--- config.mk ---
export PLATFORM = sky130hd
export DESIGN_NAME = wb_arbiter
export DESIGN_NICKNAME = d
export VERILOG_FILES = /design/src/rtl/wb_arbiter_pkg.sv /design/src/rtl/wb_fifo.sv /design/src/rtl/wb_arbiter.sv
export SDC_FILE = /design/constraint.sdc
export NUM_CORES = 1
export LEC_CHECK = 0
export CAP_MARGIN = 20
export CORE_MARGIN = 1.5
export CORE_UTILIZATION = 60
export CTS_BUF_LIST = sky130_fd_sc_hd__clkbuf_2
export CTS_CLUSTER_DIAMETER = 200
export CTS_CLUSTER_SIZE = 12
export DETAILED_ROUTE_END_ITERATION = 16
export GPL_TIMING_DRIVEN = 0
export PLACE_DENSITY = 0.88
export REMOVE_ABC_BUFFERS = 1
export SKIP_LAST_GASP = 1
export SLEW_MARGIN = 40
export SYNTH_ARGS = -nofsm -noshare
export SYNTH_HDL_FRONTEND = slang
export SYNTH_HIERARCHICAL = 1
export SYNTH_SLANG_ARGS = --single-unit
--- constraint.sdc ---
create_clock -name clk -period 8.45 [get_ports clk]
set_input_delay 1.2675 -clock clk [delete_from_list [all_inputs] [get_ports clk]]
set_output_delay 1.2675 -clock clk [all_outputs]
set_load 0.05 [all_outputs]
--- src/rtl/wb_arbiter_pkg.sv ---
// Shared core definitions for the write-back arbiter.
// Contents: default register-file geometry and the write-back entry record.
package wb_arbiter_pkg;

    localparam int unsigned REG_FILE_BITS_DEF = 5;
    localparam int unsigned REG_SIZE_DEF      = 32;

    // One buffered register-file write. A cleared valid bit marks a squashed entry.
    typedef struct packed {
        logic                         valid;
        logic [REG_FILE_BITS_DEF-1:0] rd;
        logic [REG_SIZE_DEF-1:0]      value;
    } wb_entry_t;

endpackage

--- src/rtl/wb_fifo.sv ---
// Long-latency write-back buffer: strict FIFO of {valid, rd, value} entries.
// Ports:
//   clk, rst              clock, synchronous active-high reset
//   push/push_rd/value    enqueue at the tail (caller guarantees count < DEPTH)
//   pop                   dequeue the head (caller guarantees count > 0)
//   squash/squash_rd      invalidate every buffered entry whose rd matches
//   count                 occupancy, 0..DEPTH (squashed entries still occupy slots)
//   head_*                entry at the head
//   pending               one bit per register index with a valid buffered write
module wb_fifo
    import wb_arbiter_pkg::*;
#(
    parameter int unsigned DEPTH   = 4,
    parameter int unsigned RF_BITS = REG_FILE_BITS_DEF,
    parameter int unsigned DATA_W  = REG_SIZE_DEF,
    localparam int unsigned CNT_W  = $clog2(DEPTH + 1),
    localparam int unsigned PTR_W  = $clog2(DEPTH)
) (
    input  logic                    clk,
    input  logic                    rst,
    input  logic                    push,
    input  logic [RF_BITS-1:0]      push_rd,
    input  logic [DATA_W-1:0]       push_value,
    input  logic                    pop,
    input  logic                    squash,
    input  logic [RF_BITS-1:0]      squash_rd,
    output logic [CNT_W-1:0]        count,
    output logic                    head_valid,
    output logic [RF_BITS-1:0]      head_rd,
    output logic [DATA_W-1:0]       head_value,
    output logic [2**RF_BITS-1:0]   pending
);

    logic                valid_q [DEPTH];
    logic                valid_d [DEPTH];
    logic [RF_BITS-1:0]  rd_q    [DEPTH];
    logic [RF_BITS-1:0]  rd_d    [DEPTH];
    logic [DATA_W-1:0]   value_q [DEPTH];
    logic [DATA_W-1:0]   value_d [DEPTH];
    logic [PTR_W-1:0]    rd_ptr_q, rd_ptr_d;
    logic [PTR_W-1:0]    wr_ptr_q, wr_ptr_d;
    logic [CNT_W-1:0]    count_q, count_d;

    always_comb begin
        valid_d  = valid_q;
        rd_d     = rd_q;
        value_d  = value_q;
        rd_ptr_d = rd_ptr_q;
        wr_ptr_d = wr_ptr_q;
        count_d  = count_q + CNT_W'(push) - CNT_W'(pop);

        // Squash only looks at entries already buffered; an entry arriving on
        // this edge is newer than the check and is kept.
        if (squash) begin
            for (int unsigned i = 0; i < DEPTH; i++) begin
                if (valid_q[i] && (rd_q[i] == squash_rd)) begin
                    valid_d[i] = 1'b0;
                end
            end
        end
        if (pop) begin
            valid_d[rd_ptr_q] = 1'b0;
            rd_ptr_d          = rd_ptr_q + PTR_W'(1);
        end
        // Push targets a free slot, so it never collides with the popped head.
        if (push) begin
            valid_d[wr_ptr_q] = 1'b1;
            rd_d[wr_ptr_q]    = push_rd;
            value_d[wr_ptr_q] = push_value;
            wr_ptr_d          = wr_ptr_q + PTR_W'(1);
        end
    end

    always_ff @(posedge clk) begin
        if (rst) begin
            valid_q  <= '{default: 1'b0};
            rd_ptr_q <= '0;
            wr_ptr_q <= '0;
            count_q  <= '0;
        end else begin
            valid_q  <= valid_d;
            rd_ptr_q <= rd_ptr_d;
            wr_ptr_q <= wr_ptr_d;
            count_q  <= count_d;
        end
        rd_q    <= rd_d;
        value_q <= value_d;
    end

    always_comb begin
        pending = '0;
        for (int unsigned i = 0; i < DEPTH; i++) begin
            if (valid_q[i]) begin
                pending[rd_q[i]] = 1'b1;
            end
        end
    end

    assign count      = count_q;
    assign head_valid = valid_q[rd_ptr_q];
    assign head_rd    = rd_q[rd_ptr_q];
    assign head_value = value_q[rd_ptr_q];

endmodule

--- src/rtl/wb_arbiter.sv ---
// Write-back arbiter: merges the ALU result path (never stalled, highest
// priority) with buffered long-latency results into one registered
// register-file write port.
// Ports:
//   clk, rst                         clock, synchronous active-high reset
//   alu_valid/alu_rd/alu_value       ALU result, taken unconditionally
//   mem_valid/mem_ready/mem_rd/...   long-latency result handshake into the buffer
//   we/write_num/in_value            registered write port (committed on negedge)
//   pending_mask                     registers with a long-latency write in flight
module wb_arbiter
    import wb_arbiter_pkg::*;
#(
    parameter int unsigned REG_FILE_BITS = REG_FILE_BITS_DEF,
    parameter int unsigned REG_SIZE      = REG_SIZE_DEF,
    parameter int unsigned FIFO_DEPTH    = 4
) (
    input  logic                        clk,
    input  logic                        rst,
    input  logic                        alu_valid,
    input  logic [REG_FILE_BITS-1:0]    alu_rd,
    input  logic [REG_SIZE-1:0]         alu_value,
    input  logic                        mem_valid,
    output logic                        mem_ready,
    input  logic [REG_FILE_BITS-1:0]    mem_rd,
    input  logic [REG_SIZE-1:0]         mem_value,
    output logic                        we,
    output logic [REG_FILE_BITS-1:0]    write_num,
    output logic [REG_SIZE-1:0]         in_value,
    output logic [2**REG_FILE_BITS-1:0] pending_mask
);

    localparam int unsigned CNT_W = $clog2(FIFO_DEPTH + 1);

    logic                        alu_take;
    logic                        mem_push;
    logic                        fifo_pop;
    logic [CNT_W-1:0]            count;
    logic                        head_valid;
    logic [REG_FILE_BITS-1:0]    head_rd;
    logic [REG_SIZE-1:0]         head_value;
    logic [2**REG_FILE_BITS-1:0] fifo_pending;

    logic                        we_q, we_d;
    logic                        from_mem_q, from_mem_d;
    logic [REG_FILE_BITS-1:0]    write_num_q, write_num_d;
    logic [REG_SIZE-1:0]         in_value_q, in_value_d;

    assign mem_ready = count < CNT_W'(FIFO_DEPTH);
    assign alu_take  = alu_valid && (alu_rd != '0);
    // x0 results complete the handshake but are dropped here.
    assign mem_push  = mem_valid && mem_ready && (mem_rd != '0);
    assign fifo_pop  = !alu_take && (count != '0);

    wb_fifo #(
        .DEPTH   (FIFO_DEPTH),
        .RF_BITS (REG_FILE_BITS),
        .DATA_W  (REG_SIZE)
    ) u_fifo (
        .clk        (clk),
        .rst        (rst),
        .push       (mem_push),
        .push_rd    (mem_rd),
        .push_value (mem_value),
        .pop        (fifo_pop),
        .squash     (alu_take),
        .squash_rd  (alu_rd),
        .count      (count),
        .head_valid (head_valid),
        .head_rd    (head_rd),
        .head_value (head_value),
        .pending    (fifo_pending)
    );

    always_comb begin
        we_d        = 1'b0;
        from_mem_d  = 1'b0;
        write_num_d = write_num_q;
        in_value_d  = in_value_q;
        if (alu_take) begin
            we_d        = 1'b1;
            write_num_d = alu_rd;
            in_value_d  = alu_value;
        end else if (fifo_pop && head_valid) begin
            // A squashed head is still popped, just without a write.
            we_d        = 1'b1;
            from_mem_d  = 1'b1;
            write_num_d = head_rd;
            in_value_d  = head_value;
        end
    end

    always_ff @(posedge clk) begin
        if (rst) begin
            we_q        <= 1'b0;
            from_mem_q  <= 1'b0;
            write_num_q <= '0;
            in_value_q  <= '0;
        end else begin
            we_q        <= we_d;
            from_mem_q  <= from_mem_d;
            write_num_q <= write_num_d;
            in_value_q  <= in_value_d;
        end
    end

    assign we        = we_q;
    assign write_num = write_num_q;
    assign in_value  = in_value_q;

    always_comb begin
        pending_mask = fifo_pending;
        if (we_q && from_mem_q) begin
            pending_mask[write_num_q] = 1'b1;
        end
        pending_mask[0] = 1'b0;
    end

endmodule

### Word level (Yosys, flattened, before mapping)

Index checks and enable logic that the tools add are counted.

* flip-flop bits (word level): 198
* output and inout port bits: 71
* word-level logic and storage cells: 121
* bits of input ports: 78

* $add $sub $neg: 4
* multiplexer cells: 47
* reduce and logical (&&, ||, !) cells: 23
* equal/unequal tests: 4
* bitwise logic cells: 9
* magnitude comparators: 15

Operator list (number)
* two-way mux 32 bit: 10
* bitwise mux 128 bit: 1
* bitwise OR 32 bit: 4
* binary-select mux 32 bit (select 2 bit): 1
* demux 32 bit (select 2 bit): 1
* < comparator 5 x 6 -> 1 bit, second input constant: 5
* demux 1 bit (select 5 bit): 5
* greater-or-equal comparator 5 x 1 -> 1 bit, second input constant: 5
* two-way mux 5 bit: 5
* bitwise mux 20 bit: 1
* == test 5 bit: 4
* logical AND 1 bit: 17
* two-way mux 1 bit: 15
* two-way mux 4 bit: 3
* binary-select mux 5 bit (select 2 bit): 1
* demux 5 bit (select 2 bit): 1
* nonzero test 5 bit: 2
* greater-or-equal comparator 3 bit, second input constant: 2
* < comparator 3 x 1 -> 1 bit, second input constant: 2
* inverter 2 -> 3 bit: 2
* adder 2 x 1 -> 2 bit, second input constant: 2
* AND 4 bit: 1
* demux 1 bit (select 2 bit): 2
* inverter 4 bit: 1
* other kinds (9): 9

### Logic depth before layout (Yosys ltp)

Gate-level depths: netlist of the first run.

* word-level depth: 13
* gate-level depth with buffers: 12
* mapped depth without buffers: 12

### Hierarchy

Netlist of the first run, hierarchy kept.

Modules (own cells, without submodules)
* wb_fifo: area each 7210.7 um^2, seq. area each 4664.5 um^2, cells each 428, times used 1
* wb_arbiter: area each 2079.5 um^2, seq. area each 780.7 um^2, cells each 275, times used 1

### Worst setup path after synthesis of the first run

No wires, ideal clock.

* kind: input to register
* start point: input port alu_rd[1]
* end point: register u_fifo.count_q[2], in the netlist u_fifo/count[2]
* arrival: 3.395 ns
* setup slack: 4.928 ns
* required time: 8.322 ns
* library setup time: 0.128 ns
* buffers on the path: 0
* stages on the path: 12
* path through: or4_4 -> o21ai_4 -> inv_2 -> nor2_1 -> ha_1 -> inv_1 -> ha_1 -> inv_1 -> fa_1 -> xor2_1 -> xnor2_1 -> nor2_1

* longest elaborated chain between the ends: 5

RTL lines
* from (decl): line wb_arbiter.sv:20 `input logic [REG_FILE_BITS-1:0] alu_rd,`
* nonzero test 5 bit: line wb_arbiter.sv:49 `assign alu_take = alu_valid && (alu_rd != '0);`
* logical AND 1 bit: line wb_arbiter.sv:49
* named net alu_take: line wb_arbiter.sv:34 `logic alu_take;`
* logical NOT 1 bit: line wb_arbiter.sv:52 `assign fifo_pop = !alu_take && (count != '0);`
* logical AND 1 bit: line wb_arbiter.sv:52
* named net fifo_pop: line wb_arbiter.sv:36 `logic fifo_pop;`
* subtractor 3 x 1 -> 3 bit: line wb_fifo.sv:50 `count_d = count_q + CNT_W'(push) - CNT_W'(pop);`
* to (signal assigned): line wb_fifo.sv:84 `count_q <= count_d;`
* to (decl): line wb_fifo.sv:42 `logic [CNT_W-1:0] count_q, count_d;`

The timed path passes the listed nets, and every way through them passes these cells.
A chain may end at the register's enable or synchronous reset.

### Final worst setup path of the first run

* start point: register u_fifo/rd_q[15] (netlist name)
* end point: output port pending_mask[1]

* longest elaborated chain between the ends: 13
* elaborated cells between the ends (all ways): 14
* those cells by class: order compare (2); mux (7); bitwise (4); reduce/logical (1)

RTL lines
* from (decl): line wb_fifo.sv:36 `logic [RF_BITS-1:0] rd_q [DEPTH];`
* from (signal assigned): line wb_fifo.sv:86 `rd_q <= rd_d;`
* < comparator 5 x 6 -> 1 bit (implied by the code) / greater-or-equal comparator 5 x 1 -> 1 bit (equally long branches): line wb_fifo.sv:94 `pending[rd_q[i]] = 1'b1;`
* logical AND 1 bit (implied by the code): line wb_fifo.sv:94
* two-way mux 1 bit (implied by the code): line wb_fifo.sv:94
* demux 1 bit (select 5 bit) (*)
* two-way mux 32 bit (*): line wb_fifo.sv:93 `if (valid_q[i]) begin`
* bitwise OR 32 bit (no source line)
* two-way mux 32 bit (*): line wb_fifo.sv:93
* bitwise OR 32 bit (no source line)
* two-way mux 32 bit (*): line wb_fifo.sv:93
* bitwise OR 32 bit (no source line)
* two-way mux 32 bit (*): line wb_fifo.sv:93
* named net fifo_pending[1]: line wb_arbiter.sv:41 `logic [2**REG_FILE_BITS-1:0] fifo_pending;`
* bitwise OR 32 bit (no source line)
* two-way mux 32 bit (*): line wb_arbiter.sv:112 `if (we_q && from_mem_q) begin`
* to (decl): line wb_arbiter.sv:29 `output logic [2**REG_FILE_BITS-1:0] pending_mask`

Mark *: on every way through the listed nets, which the timed path passes. The rest lies on a longest branch.

==> impl_results.md, run 1 <==
- Setup violations, final: 0
- Global-route wire length before repair: 37.03 mm
- Die Width: 127.3 um
- Min Tclk post-route: 4.706 ns
- Routed wire per std cell: 23.50 um
- Antenna Nets Post-Route: 0
- Fin Clk Skew: 0.06805 ns
- Reg2Reg Depth: 10
- Hold buffer count at CTS: 0
- Clk pwr share: 0.198
- DRT Pass-1 Iters: 5
- Post-route design area: 0.01123 mm2
- Type of the most critical hold path: reg -> reg
- Initial core utilization: 0.6123
- Sw frac: 0.3396
- Fmax: 212.5 MHz
- Mapped Cells: 701
- Comb power frac: 0.297
- CP Max Fanout: 13
- Data arrival, critical path: 3.44 ns
- Slew headroom: 0.5487
- Pins over their slew limit: 0
- Cell Area, Synth: 0.009274 mm2
- Post-DP Area: 0.01095 mm2
- Max-Cap Viols: 0
- Inserted Diodes: 0
- R2R Setup Slk: 5.76 ns
- Core Region: 0.01515 mm2
- Vias in the first global route: 6753
- Worst r2r src: u_fifo/count[1]
- Layout cells sized above 1: 0.1151
- Hold path cells: 2
- CTS buffer count: 17
- IO buf count: 147
- Worst Max-Slew Pin Slew: 0.6755 ns
- Worst Hold Path EP: in_value[7]
- DRC Markers: 0
- Largest net degree at the start of global routing: 51
- Most common cell after layout, fill and taps aside: edfxtp_1
- VDD IR max: 0.1638 mV
- PostCTS Resize Cnt: 0
- Clk root buf: clkbuf_2
- Routed wire length: 24.01 mm
- Via total after detailed routing: 6767
- CP Class: reg -> out
- CP Capture Type: output port
- Status: complete, no violations
- GR Util All Layers: 0.3038
- CP required: 7.18 ns
- Switch Pwr: 846.3 uW
- Die area: 0.01621 mm2
- Clock H-tree levels: 4
- Setup slack after layout: 3.744 ns
- Reg-to-reg endpoint: u_fifo/count[2]
- Net count, final: 910
- Most frequent cells in the layout: edfxtp_1 (148), clkdlybuf4s50_1 (146), nand2_1 (77), nor2_1 (54), dfxtp_1 (48)
- Clock-pin slew on the worst setup and hold paths: 0.30 ns
- Fillers: 900
- Ports: 149
- CTS tree: done
- LEAKAGE: 0.003726 uW
- Rows: 45
- Worst skew pair latency: 0.81 ns
- Total grt overflow: 0
- P&R area growth vs syn: 21.10%
- # clock sinks: 198
- Initial antenna violation count: 0
- TNS Setup: 0 ns
- Worst slack at placement: 3.186 ns
- Clk buf depth: 2
- Worst hold start: in_value[7]
- Post-CTS setup buffers: 0
- Yosys Warn Count: 6
- Iteration-0 DRC Markers: 768
- Final core occ: 0.7415
- CP startpoint kind: flop
- Sequential share of power: 0.505
- DP Wirelength: 16.73 mm
- Final Hold Viols: 0
- Final worst-path cycle share: 0.5569
- Vias per cell: 6.621
- Die Span Y: 127.3 um
- Power Internal: 1646 uW
- Placer Congestion: 0.9647
- RSZ-0062 raised after global routing: no
- P per Cell Area: 221.9 mW/mm2
- Avg Synthesized Cell Area: 13.23 um2
metrics by stage:
| stage | hold WS, ns | std cells | power (uW) |
|---|---|---|---|
| floorplan | 0.5071 | 645 | 1724 |
| global placement | 0.4642 | 980 | 1944 |
| detailed placement | 0.4731 | 990 | 2015 |
| CTS | 0.5026 | 1022 | 2501 |
| global route | 0.5132 | 1022 | 2589 |
| finish | 0.4975 | 1022 | 2492 |
worst max-delay path, cell delays in order, from the launching register on:
cell	delay, ns
edfxtp_1	0.75
nor2b_1	0.63
a22oi_1	0.20
o221ai_1	0.14
a21o_1	0.13
clkdlybuf4s50_1	0.80
registers in the layout, indices dropped and copies added (netlist names):
signal and count:
u_fifo/count 3, u_fifo/wr_ptr_q 2, from_mem_q 1, write_num 5
u_fifo/rd_ptr_q 2, u_fifo/value_q 128, u_fifo/rd_q 20, u_fifo/valid_q 4
in_value 32, we 1
metal layers:
metal / part of all wire / up-vias / global-route usage / wire, um
li1: - / 2997 / - / -
met1: 0.41 / 3340 / 0.3949 / 9732
met2: 0.50 / 380 / 0.5100 / 11940
met3: 0.074 / 50 / 0.06030 / 1779
met4: 0.023 / 0 / 0.1150 / 558
met5: 0 / - / 0 / 0
power by group through the flow:
| stage | sequential, uW | clock, uW | combinational, uW |
|---|---|---|---|
| CTS | 1260 | 502 | 742 |
| floorplan | 1350 | 0 | 371 |
| global route | 1270 | 533 | 785 |
| finish | 1260 | 493 | 741 |
| detailed placement | 1280 | 0 | 737 |
| global placement | 1310 | 0 | 634 |
layout make-up:
| type | count | area (um2) | share of cell area |
|---|---|---|---|
| clock buffers | 18 | 90.09 | 0.008021 |
| inverters | 10 | 37.54 | 0.003342 |
| multi-input cells | 437 | 3550 | 0.3161 |
| flip-flops and latches | 198 | 5453 | 0.4855 |
| repair buffers | 157 | 1677 | 0.1493 |
| clock inverters | 14 | 188.9 | 0.01682 |
| well taps | 188 | 235.2 | 0.02094 |
worst max path at each step:
stage                                from          endpoint  slack (ns)  depth (start not counted)
after global placement          alu_rd[1]   u_fifo/count[2]        2.39                         13
after floorplan                 alu_rd[1]   u_fifo/count[2]        3.81                         12
final                     u_fifo/rd_q[15]   pending_mask[1]        3.74                          5
after detailed placement        alu_rd[1]   u_fifo/count[2]        3.19                         13
after CTS                 u_fifo/rd_q[15]   pending_mask[1]        3.74                          5
after global routing      u_fifo/rd_q[15]  pending_mask[25]        3.57                          5
Power figures use the tool's default switching activity.
==> run 2: changes to the inputs <==
- CORE_UTILIZATION: 60 -> 56
- PLACE_DENSITY: 0.88 -> 0.83
- clock period: 8.45 -> 4.5 ns (I/O delays scaled with it)
==> run 2 against run 1 <==
Compared with the run above:
- highest routed layer unchanged
- sequential cell count is the same
- critical path depth is the same
- total power grew 90%
- clock power grew 100%
==> impl_results.md, run 2 (synthesis gave the netlist of run 1 again) <==
- Status: complete, no violations
- DRC Markers: 0 (unchanged)
- Total grt overflow: 0 (unchanged)
- CP Cell Sequence: nor2b_1 -> a22oi_1 -> o221ai_1 -> a21o_1 -> clkdlybuf4s50_1
- Largest delay share family, worst path: flip-flops
- Die area: 0.01734 mm2 (+7.0%)
- Initial core utilization: 0.5775 (-0.03478)
- Antenna Nets Post-Route: 0 (unchanged)
- Routed wire per std cell: 23.08 um (-1.8%)
- Global-route wire length before repair: 37.86 mm (+2.3%)
- Fin Clk Skew: 0.05239 ns (-0.01566 ns)
- WP buf/inv: 1 (unchanged)
- P per Cell Area: 419.8 mW/mm2 (+89%)
- Pins over their slew limit: 0 (unchanged)
- Min Tclk post-route: 4.204 ns
- Die Width: 131.7 um (+3.4%)
- Ports: 149 (unchanged)
- Iteration-0 DRC Markers: 520 (-32%)
- Setup violations, final: 0 (unchanged)
- Max-Cap Viols: 0 (unchanged)
- CTS buffer count: 17 (unchanged)
- CP startpoint kind: flop
- Placer Congestion: 0.9626 (-0.22%)
- PostCTS Resize Cnt: 0 (unchanged)
- Die Span Y: 131.7 um (+3.4%)
- LEAKAGE: 0.003746 uW (+0.53%)
- Switch Pwr: 1591 uW (+88%)
- CP Max Fanout: 13 (unchanged)
- Sw frac: 0.3357 (-0.003959)
- Power Internal: 3148 uW (+91%)
- GR Util All Layers: 0.2866 (-0.01720)
- Sequential share of power: 0.496 (-0.009)
- Rows: 46 (+2.2%)
- CP Class: reg -> out
- Initial antenna violation count: 1 (+1)
- CP required: 3.83 ns (-3.35 ns)
- Final Hold Viols: 0 (unchanged)
- DP Wirelength: 17.06 mm (+2.0%)
- VDD IR max: 0.3015 mV (+84%)
- Vias per cell: 6.427 (-2.9%)
- Max reg flops: 128 (unchanged)
- Worst skew pair latency: 0.78 ns (-0.03 ns)
- Clk root buf: clkbuf_2
- Clk pwr share: 0.209 (+0.011)
- Worst Max-Slew Pin Slew: 0.6515 ns (-0.02400 ns)
- Clock-pin slew on the worst setup and hold paths: 0.30 ns (about the same)
- Net count, final: 911 (+0.11%)
- Fin Hold WS: 0.3734 ns (-0.1241 ns)
- Clock H-tree levels: 4 (unchanged)
- RSZ-0062 raised after global routing: no
- Layout cells sized above 1: 0.1162 (+0.001060)
- P&R area growth vs syn: 21.71%
- Via total after detailed routing: 6761 (-0.089%)
- CP max stage cell: edfxtp_1
- Most common cell after layout, fill and taps aside: edfxtp_1
- Final worst-path cycle share: 0.9342
- Clk buf depth: 2 (unchanged)
- Largest net degree at the start of global routing: 51 (unchanged)
- Worst path max stage delay: 0.82 ns (+0.02 ns)
- CTS tree: done
- CP Capture Type: output port
- Routed wire length: 24.28 mm (+1.1%)
- Most flop-heavy register: u_fifo/value_q
- Comb power frac: 0.295 (-0.002)
- IO buf count: 147 (unchanged)
- Tot Pwr: 4739 uW (+90%)
- Fmax: 237.9 MHz
- Vias in the first global route: 6756 (+0.044%)
- Slew headroom: 0.5648 (+0.01604)
- Data arrival, critical path: 3.53 ns (+0.09 ns)
- DRT Pass-1 Iters: 5 (unchanged)
- Hold buffer count at CTS: 0 (unchanged)
- # clock sinks: 198 (unchanged)
- Most frequent cells in the layout: edfxtp_1 (148), clkdlybuf4s50_1 (146), nand2_1 (77), nor2_1 (54), dfxtp_1 (48)
- Core Region: 0.01606 mm2 (+6.0%)
- Type of the most critical hold path: in -> reg
- Post-CTS setup buffers: 0 (unchanged)
-- run 2: worst paths after layout --
| check | startpoint | to | slack [ns] | cells past startpoint |
|---|---|---|---|---|
| worst max-delay path | u_fifo/rd_q[16] | pending_mask[2] | 0.30 | 5 |
| worst min-delay path | rst | u_fifo/wr_ptr_q[1] | 0.37 | 2 |
| worst max register to register | u_fifo/count[1] | u_fifo/count[2] | 1.80 | 10 |
| worst min register to register | in_value[12] | in_value[12] | 0.50 | 2 |
-- run 2: worst register-to-register path: stages (launching register included) --
cell and delay [ns]:
dfxtp_1 0.41, nor3_1 0.53, nor2_1 0.31, ha_1 0.37, inv_1 0.06, ha_1 0.13
inv_1 0.04, fa_1 0.37, xor2_1 0.18, xnor2_1 0.14, nor2_1 0.05
-- run 2: metal layers --
| layer | track usage | routed length (um) |
|---|---|---|
| met4 | 0.09321 | 612 |
| met5 | 0 | 0 |
| met3 | 0.06443 | 1631 |
| met2 | 0.4670 | 11920 |
| met1 | 0.3843 | 10110 |
-- run 2: final cells by class --
type | count | area, um2
flip-flops and latches | 198 | 5453
fillers | 1037 | 4771
well taps | 216 | 270.3
multi-input cells | 437 | 3550
repair buffers | 158 | 1673
clock inverters | 14 | 211.5
clock buffers | 18 | 90.09
diodes | 1 | 2.502
inverters | 10 | 37.54
-- run 2: through the flow --
step           area, um2  worst slack (ns)  TNS [ns]  utilization  std cells
2_1_floorplan       9012            0.4506         0            -        645
3_3_place_gp       10750            -1.443    -51.13       0.6697       1008
3_5_place_dp       10980           -0.1440   -0.1440       0.6840       1019
4_1_cts            11280            0.2991         0       0.7027       1051
5_1_grt            11290            0.1073         0       0.7029       1052
6_report           11290            0.2961         0       0.7029       1052
-- run 2: power by group through the flow --
stage	Combinational [uW]	Sequential (uW)	Clock, uW
global route	1490	2370	1090
finish	1400	2350	992
floorplan	696	2540	0
CTS	1410	2350	1010
detailed placement	1400	2390	0
global placement	1210	2460	0
==> run 3: changes to the inputs <==
- clock period: 4.5 -> 4.37 ns (I/O delays scaled with it)
==> run 3 against run 2 <==
Compared with the run above:
- setup slack lost 0.092 ns
- die area unchanged
- global-route usage did not move
- final area is essentially flat
- clock power is essentially flat
- critical path type unchanged
- critical endpoint unchanged
==> impl_results.md, run 3 (synthesis gave the netlist of run 1 again) <==
- Core Region: 0.01606 mm2 (unchanged)
- Via total after detailed routing: 6770 (+0.13%)
- Comb power frac: 0.295 (about the same)
- Post-route design area: 0.01129 mm2 (about the same)
- GR Util All Layers: 0.2866 (unchanged)
- Setup slack after layout: 0.2038 ns (-0.09233 ns)
- Routed wire per std cell: 23.06 um (about the same)
- Die Span Y: 131.7 um (unchanged)
- Slew headroom: 0.5671 (+0.002322)
- Status: complete, no violations
- Data arrival, critical path: 3.51 ns (-0.02 ns)
- CP Cell Sequence: nor2b_1 -> a22oi_1 -> o221ai_1 -> a21o_1 -> clkdlybuf4s50_1
- DP Cell Count: 1019 (unchanged)
- Max-Cap Viols: 0 (unchanged)
- Clock H-tree levels: 4 (unchanged)
- DRT Pass-1 Iters: 5 (unchanged)
- Post-CTS setup buffers: 0 (unchanged)
- Total grt overflow: 0 (unchanged)
- Antenna Nets Post-Route: 0 (unchanged)
- Area of the multi-input gates: 0.003552 mm2 (about the same)
- Placer Congestion: 0.9626 (unchanged)
- Fmax: 240.0 MHz
- Iteration-0 DRC Markers: 531 (+2.1%)
- Post-DP Area: 0.01098 mm2 (unchanged)
- CP Class: reg -> out
- Most frequent cells in the layout: edfxtp_1 (148), clkdlybuf4s50_1 (146), nand2_1 (77), nor2_1 (54), dfxtp_1 (48)
- Finished Layout Cells: 1052 (unchanged)
- Clk root buf: clkbuf_2
- Final Hold Viols: 0 (unchanged)
- CP Max Fanout: 13 (unchanged)
- Worst slack at placement: -0.2545 ns (-0.1105 ns)
- Type of the most critical hold path: in -> reg
- Fin Clk Skew: 0.05111 ns (-0.001276 ns)
- Die area: 0.01734 mm2 (unchanged)
- CP max stage cell: edfxtp_1
- CP required: 3.71 ns (-0.12 ns)
- CTS buffer count: 17 (unchanged)
- RSZ-0062 raised after global routing: no
- Pins over their slew limit: 0 (unchanged)
- Max reg flops: 128 (unchanged)
- Final worst-path cycle share: 0.9534
- DRC Markers: 0 (unchanged)
- IO buf count: 147 (unchanged)
- Sequential share of power: 0.496 (about the same)
- TNS Setup: 0 ns (unchanged)
- Routed wire length: 24.26 mm (about the same)
- Worst skew pair latency: 0.77 ns (about the same)
- VDD IR max: 0.3104 mV (+2.9%)
- P&R area growth vs syn: 21.74% (about the same)
- Clk pwr share: 0.209 (about the same)
- Clk buf depth: 2 (unchanged)
- Vias in the first global route: 6756 (unchanged)
- Most flop-heavy register: u_fifo/value_q
- Clock-pin slew on the worst setup and hold paths: 0.30 ns (about the same)
- Switch Pwr: 1637 uW (+2.9%)
- Vias per cell: 6.435 (+0.13%)
- Setup violations, final: 0 (unchanged)
- Net count, final: 911 (unchanged)
- Sw frac: 0.3354 (about the same)
- DP Wirelength: 17.06 mm (unchanged)
- CTS tree: done
- Worst path max stage delay: 0.81 ns (about the same)
- Register Area: 0.005453 mm2 (unchanged)
- LEAKAGE: 0.003747 uW (about the same)
- Initial core utilization: 0.5775 (unchanged)
- Largest net degree at the start of global routing: 51 (unchanged)
- Layout cells sized above 1: 0.1174 (+0.001198)
- Tot Pwr: 4879 uW (+3.0%)
- Fillers: 1035 (-0.19%)
- P per Cell Area: 432.1 mW/mm2 (+2.9%)
- Ports: 149 (unchanged)
- Global-route wire length before repair: 37.86 mm (unchanged)
- Power Internal: 3242 uW (+3.0%)
- # clock sinks: 198 (unchanged)
- Most common cell after layout, fill and taps aside: edfxtp_1
- CP Capture Type: output port
- Rows: 46 (unchanged)
- CP startpoint kind: flop
- Worst Max-Slew Pin Slew: 0.6481 ns (-0.003476 ns)
- Initial antenna violation count: 1 (unchanged)
- Min Tclk post-route: 4.166 ns
- Die Width: 131.7 um (unchanged)
run 3: power by group through the flow:
stage               logic (uW)  clock network [uW]  registers, uW
CTS                       1450                1040           2420
finish                    1440                1020           2420
global route              1540                1120           2450
detailed placement        1440                   0           2460
global placement          1240                   0           2540
floorplan                  717                   0           2620
run 3: layout make-up:
cell class                      instances  share of cell area
Sequential cell                       198              0.4830
Antenna cell                            1           0.0002217
Timing Repair Buffer                  158              0.1482
Inverter                               10            0.003325
Clock buffer                           18            0.007980
Clock inverter                         14             0.01873
Tap cell                              216             0.02394
Multi-Input combinational cell        437              0.3146
run 3: metrics by stage:
| stage | util | hold WS, ns |
|---|---|---|
| 2_1_floorplan | - | 0.5071 |
| 3_3_place_gp | 0.6697 | 0.4638 |
| 3_5_place_dp | 0.6840 | 0.4692 |
| 4_1_cts | 0.7027 | 0.2796 |
| 5_1_grt | 0.7031 | 0.2764 |
| 6_report | 0.7031 | 0.3579 |
run 3: final timing paths:
| kind | startpoint | endpoint | slack (ns) | depth (start not counted) |
|---|---|---|---|---|
| setup / recovery | u_fifo/rd_q[16] | pending_mask[2] | 0.20 | 5 |
| hold / removal | rst | u_fifo/wr_ptr_q[1] | 0.36 | 2 |
| setup reg to reg | u_fifo/count[1] | u_fifo/count[2] | 1.68 | 10 |
| hold reg to reg | in_value[12] | in_value[12] | 0.50 | 2 |
run 3: critical path, delay by kind of cell (launching register included):
| family | cells | cell delay, ns |
|---|---|---|
| DFF | 1 | 0.81 |
| buffers and inverters | 1 | 0.80 |
| AOI/OAI and AO/OA | 3 | 0.55 |
| and+or+nand+nor | 1 | 0.60 |
run 3: per-layer routing:
metal | vias to the layer above | track usage | share of wire
li1 | 2993 | - | -
met1 | 3382 | 0.3843 | 0.41
met2 | 342 | 0.4670 | 0.49
met3 | 53 | 0.06443 | 0.076
met4 | 0 | 0.09321 | 0.025
met5 | - | 0 | 0
run 3: timing repair:
action / in CTS / in global routing
hold endpoints to repair: 0 / 0
hold buffers: 0 / 0
setup endpoints to repair: 0 / 1
gates resized for setup: 0 / 1
